$ cat config.mk
export PLATFORM = sky130hd
export DESIGN_NAME = encoder_scan
export DESIGN_NICKNAME = d
export VERILOG_FILES = /design/src/rtl/encoder_pkg.sv /design/src/rtl/priority_enc_lsb.sv /design/src/rtl/encoder_scan.sv
export SDC_FILE = /design/constraint.sdc
export NUM_CORES = 1
export LEC_CHECK = 0
export ABC_AREA = 1
export BUFFER_PORTS_ARGS = -buffer_cell sky130_fd_sc_hd__buf_4
export CAP_MARGIN = 25
export CORE_AREA = 2 2 62 64
export CTS_CLUSTER_DIAMETER = 50
export DETAILED_ROUTE_END_ITERATION = 10
export DIE_AREA = 0 0 64 66
export HOLD_SLACK_MARGIN = 0.1
export PLACE_DENSITY = 0.51
export SYNTH_ARGS = -nofsm -noshare
export SYNTH_HDL_FRONTEND = slang
export SYNTH_HIERARCHICAL = 1
export SYNTH_SLANG_ARGS = --single-unit
$ cat constraint.sdc
create_clock -name clk -period 1.6 [get_ports clk]
set_input_delay 0.32 -clock clk [delete_from_list [all_inputs] [get_ports clk]]
set_output_delay 0.32 -clock clk [all_outputs]
set_load 0.05 [all_outputs]
$ cat src/rtl/encoder_pkg.sv
// encoder_pkg
// Shared constants and types for the sequential 8-to-3 encoder.
//   IN_W         : request vector width (fixed at 8)
//   CODE_W       : code width, clog2(IN_W)
//   scan_state_t : controller state {IDLE, SCAN}
package encoder_pkg;

  localparam int IN_W   = 8;
  localparam int CODE_W = 3;

  typedef enum logic {
    IDLE = 1'b0,
    SCAN = 1'b1
  } scan_state_t;

endpackage

$ cat src/rtl/priority_enc_lsb.sv
// priority_enc_lsb
// Combinational LSB-first priority encoder over the pending mask.
// Ports:
//   pend   in  [IN_W-1:0]   pending request bits
//   idx    out [CODE_W-1:0] index of the lowest set bit (0 when pend == 0)
//   onehot out [IN_W-1:0]   isolated lowest set bit
//   any    out              pend is nonzero
//   single out              pend has exactly one bit set
module priority_enc_lsb
  import encoder_pkg::*;
(
  input  logic [IN_W-1:0]   pend,
  output logic [CODE_W-1:0] idx,
  output logic [IN_W-1:0]   onehot,
  output logic              any,
  output logic              single
);

  // Isolate the lowest set bit (two's complement trick) and flag set-bit counts.
  always_comb begin
    onehot = pend & (~pend + IN_W'(1));
    any    = |pend;
    // Clearing the lowest bit leaves zero only when at most one bit was set.
    single = any & ~(|(pend & (pend - IN_W'(1))));
  end

  // Turn the isolated one-hot bit into its binary index.
  always_comb begin
    idx = {CODE_W{1'b0}};
    for (int i = 0; i < IN_W; i++) begin
      if (onehot[i]) begin
        idx = idx | CODE_W'(i);
      end else begin
        idx = idx;
      end
    end
  end

endmodule

$ cat src/rtl/encoder_scan.sv
// encoder_scan
// Serialises a multi-hot request vector into one binary index per beat,
// lowest index first, marking the final beat with last.
// Ports:
//   clk        in               rising-edge clock
//   rst        in               synchronous active-high reset
//   en         in               block enable; low flushes any scan
//   in         in  [IN_W-1:0]   request vector
//   in_valid   in               in is valid
//   in_ready   out              block can accept a vector
//   out        out [CODE_W-1:0] index of the current set bit
//   out_valid  out              out and last are valid
//   out_ready  in               downstream accepts the beat
//   last       out              current beat is the final set bit
module encoder_scan
  import encoder_pkg::*;
(
  input  logic              clk,
  input  logic              rst,
  input  logic              en,
  input  logic [IN_W-1:0]   in,
  input  logic              in_valid,
  output logic              in_ready,
  output logic [CODE_W-1:0] out,
  output logic              out_valid,
  input  logic              out_ready,
  output logic              last
);

  scan_state_t       state_r;
  scan_state_t       state_nxt_s;
  logic [IN_W-1:0]   pend_r;
  logic [IN_W-1:0]   pend_nxt_s;

  logic [CODE_W-1:0] idx_s;
  logic [IN_W-1:0]   onehot_s;
  logic              any_s;
  logic              single_s;

  priority_enc_lsb u_enc (
    .pend   (pend_r),
    .idx    (idx_s),
    .onehot (onehot_s),
    .any    (any_s),
    .single (single_s)
  );

  // Next-state, pending-mask update and handshake outputs.
  // rst and en=0 both force all outputs low and return to an empty IDLE.
  always_comb begin
    state_nxt_s = state_r;
    pend_nxt_s  = pend_r;
    in_ready    = 1'b0;
    out_valid   = 1'b0;
    out         = {CODE_W{1'b0}};
    last        = 1'b0;

    if (rst || !en) begin
      state_nxt_s = IDLE;
      pend_nxt_s  = {IN_W{1'b0}};
    end else begin
      case (state_r)
        IDLE: begin
          in_ready = 1'b1;
          if (in_valid) begin
            // An all-zero vector is consumed without producing any beat.
            if (in != {IN_W{1'b0}}) begin
              pend_nxt_s  = in;
              state_nxt_s = SCAN;
            end else begin
              pend_nxt_s  = {IN_W{1'b0}};
              state_nxt_s = IDLE;
            end
          end else begin
            state_nxt_s = IDLE;
          end
        end
        SCAN: begin
          // pend is never empty in SCAN; any only guards a corrupted state.
          out_valid = any_s;
          out       = any_s ? idx_s : {CODE_W{1'b0}};
          last      = any_s & single_s;
          if (out_ready || !any_s) begin
            pend_nxt_s = pend_r & ~onehot_s;
            if (single_s || !any_s) begin
              state_nxt_s = IDLE;
            end else begin
              state_nxt_s = SCAN;
            end
          end else begin
            state_nxt_s = SCAN;
          end
        end
        default: begin
          state_nxt_s = IDLE;
          pend_nxt_s  = {IN_W{1'b0}};
        end
      endcase
    end
  end

  // State and pending-mask registers with synchronous reset.
  always_ff @(posedge clk) begin
    if (rst) begin
      state_r <= IDLE;
      pend_r  <= {IN_W{1'b0}};
    end else begin
      state_r <= state_nxt_s;
      pend_r  <= pend_nxt_s;
    end
  end

endmodule

==> metrics.md <==
| Metric | Value |
|---|---|
| Num Clock Sinks | `9` |
| Maximum clock rate | `522 MHz` |
| Post-Synth XOR/XNOR Area | `0%` |
| Crit-path cells | `nor2_4 -> nand2_4 -> inv_2 -> nand2_2 -> nand2_2 -> nor2_4 -> clkinvlp_4 -> nor2_4 -> buf_6` |
| Clk pin slew, worst setup/hold paths | `0.07 ns` |
| Initial antenna violation count | `0` |
| Total GRT Usage | `12.4%` |
| # rows | `22` |
| Cells on Worst Hold Path | `5` |
| Final Hold Vio Count | `0` |
| Slowest stage cell, crit path | `dfxtp_4` |
| Pwr Total | `767 uW` |
| IO Port Bufs | `18` |
| Vias in the first global route | `917` |
| R2r startpoint | `pend_r[0]` |
| Cell area after layout | `1330 sq um` |
| Chip Width | `64 um` |
| Main combinational cell family by area after synthesis | `simple AND/OR/NAND/NOR gates` |
| Worst path bufs/invs | `3` |
| Arr. time, crit path | `1.59 ns` |
| Rel. slew slack | `78.9%` |
| CP most frequent cell | `nor2_4` |
| GR Overflow Total | `0` |
| Post-Route Skew | `0.00310 ns` |
| R2r endpoint | `pend_r[4]` |
| Largest fanout on the critical path | `4` |
| Clock buffer depth | `2` |
| Largest net degree at the start of global routing | `17` |
| P per Cell Area | `575 nW/um^2` |
| Pre-CTS WS | `-0.0516 ns` |
| RSZ-0062 raised after global routing | `yes` |
| Worst Setup End Kind | `output port` |
| Post-DRT Antenna Nets | `0` |
| DP HPWL | `1810 um` |
| Worst skew pair latency | `0.27 ns` |
| Synth Area per Inst | `5.29 sq um` |
| Worst Tran Pin Value | `0.316 ns` |
| Max VDD drop | `183 uV` |
| Die ar. | `4220 sq um` |
| # placed instances | `241` |
| Synthesized cell area | `847 sq um` |
| Core footprint | `3550 sq um` |
| Syn nets | `173` |
| Share of the synthesized area in the top cell type | `21.7%` |
| Max-cap violations | `0` |
| Num CTS Buffers | `3` |
| Fraction of layout instances using a drive strength above 1 | `38.2%` |
| Mapped Cells | `160` |
| CTS tree | `done` |
| Seq/Total Area, Yosys | `21.3%` |
| Post-synthesis simple-gate area fraction | `54.4%` |
| Total iterations of the first detailed-routing run | `4` |
| CTS H-tree lvls | `1` |
| Failing checks | `setup timing` |
| DRT Wirelength | `2320 um` |
| Hold Path Class | `input port to flip-flop` |
| Slowest Stage Delay on Critical Path | `0.38 ns` |
| Fin util | `37.6%` |
| Post-CTS Hold Buffers | `0` |
| Ys Warns | `6` |
| DR iter-0 viols | `23` |
| Clock root buffer | `clkbuf_4` |
| Mux contribution to synthesized area | `0%` |
| Drt drc | `0` |
| Reg2Reg Setup Slack | `0.13 ns` |
| Leak Pwr | `0.693 nW` |
| Reg2Reg Depth | `11` |
| Cell family with most CP delay | `simple AND/OR/NAND/NOR gates` |
| Synth Area in Compound Gates | `7.09%` |
| GP Congestion | `0.816` |
| Layout Cells excl Fill | `252` |
| Seq cells post-synth | `9` |
| Max Slew Vio Count | `0` |
| Final TNS setup | `-1.43 ns` |
| I/O pin count | `19` |
| WS Path Type | `flip-flop to output port` |
| CP startpoint kind | `flip-flop` |
| Nets | `218` |
| Starting density of the core | `23.9%` |
| Biggest area consumer among synthesized cells | `nand2_1` |
| Status | `finished with violations` |
| Min-Delay Endpoint | `pend_r[7]` |
| Worst Slack Setup Final | `-0.314 ns` |
| Per-cell routed wire length | `9.19 um` |
| Synth cell types | `17` |
| Wire length of the first global-routing pass | `3960 um` |
| Ranking of synthesized cells by area | `nand2_1 (22%), dfxtp_1 (21%), nor2_1 (16%)` |
| Vias | `1025` |
| Required time of the critical path | `1.28 ns` |
| Adder-cell share of the synthesized area | `0%` |
| Area after DPL | `1210 sq um` |
| Final Cycle Share | `120%` |
| Min Tclk post-route | `1.91 ns` |
| Via-to-Cell Ratio | `4.07` |
| Worst hold slack | `0.402 ns` |
| N_diodes | `0` |
| Layout area overhead | `57.5%` |
| Die height | `66 um` |
| Final setup violation count | `5` |
| Hold_sp | `in[7]` |
==> sequential cells by signal, indices dropped and copies added, names as in the netlist <==
name     count
pend_r       8
state_r      1
==> worst register-to-register path, cell delays in order, from the launching register on <==
cell and delay, ns:
dfxtp_4 0.35, nor2_4 0.15, nand2_4 0.08, inv_2 0.07, nand2_2 0.06, buf_4 0.13
buf_4 0.12, nand3_2 0.08, nand2_4 0.13, nand2_1 0.09, nand2_1 0.05, nor2_1 0.09
==> per-layer routing <==
layer,track usage [%],routed length [um],vias up
met1,14.6,1090,438
li1,-,-,559
met5,0,0,-
met2,21.6,1100,24
met3,2.04,71,4
met4,6.52,46,0
==> where the power goes <==
part	internal, mW	switching (mW)	total (mW)
clock	0.0965	0.0871	0.184
combinational	0.152	0.184	0.336
sequential	0.235	0.0127	0.248
total	0.484	0.284	0.767
==> how the worst max path moves through the flow <==
stage | slack (ns) | endpoint | start | cells past startpoint
after floorplan | -0.34 | last | pend_r[0] | 8
after global placement | -0.05 | last | pend_r[1] | 11
after detailed placement | -0.05 | last | pend_r[0] | 9
after CTS | -0.31 | last | pend_r[1] | 10
after global routing | -0.43 | last | pend_r[0] | 10
final | -0.31 | out[1] | pend_r[3] | 9
==> logic make-up (layout without fill, tap and decap cells) <==
group,Yosys count,in the layout
AO/OA/AOI/OAI,12,12
flip-flops,9,9
AND/OR/NAND/NOR,104,104
buffers and inverters,35,79
==> synthesized netlist by cell type <==
master	instances
nand2_1	49
nor2_1	35
inv_1	29
dfxtp_1	9
nand3_1	7
o21ai_0	5
o21ai_1	5
inv_2	3
nand2_2	3
nand2_4	3
nor2_4	3
a21oi_1	2
and2_0	2
buf_4	2
buf_6	1
nand4_1	1
nor3_1	1
==> placed cells by master (no fill, tap or decap), drive strengths merged <==
| cell type | n |
|---|---|
| inv | 31 |
| clkinvlp | 1 |
| a21oi | 2 |
| clkbuf | 4 |
| and2 | 2 |
| nor3 | 1 |
| buf | 43 |
| nor2 | 38 |
| nand2 | 55 |
| dfxtp | 9 |
| o21ai | 10 |
| nand3 | 7 |
| nand4 | 1 |
==> area by class of cell <==
| cell class | count | area, sq um |
|---|---|---|
| clock buffers | 4 | 26.3 |
| fillers | 394 | 2220 |
| inverters | 32 | 124 |
| multi-input cells | 116 | 576 |
| flip-flops and latches | 9 | 199 |
| well taps | 48 | 60.1 |
| repair buffers | 43 | 349 |
==> repair_timing <==
| action | in CTS | in global routing |
|---|---|---|
| pin swaps | 3 | 6 |
| buffers inserted | 5 | 2 |
| endpoints found under the setup margin | 5 | 5 |
| gates resized for setup | 7 | 5 |
Power figures use the tool's default switching activity.
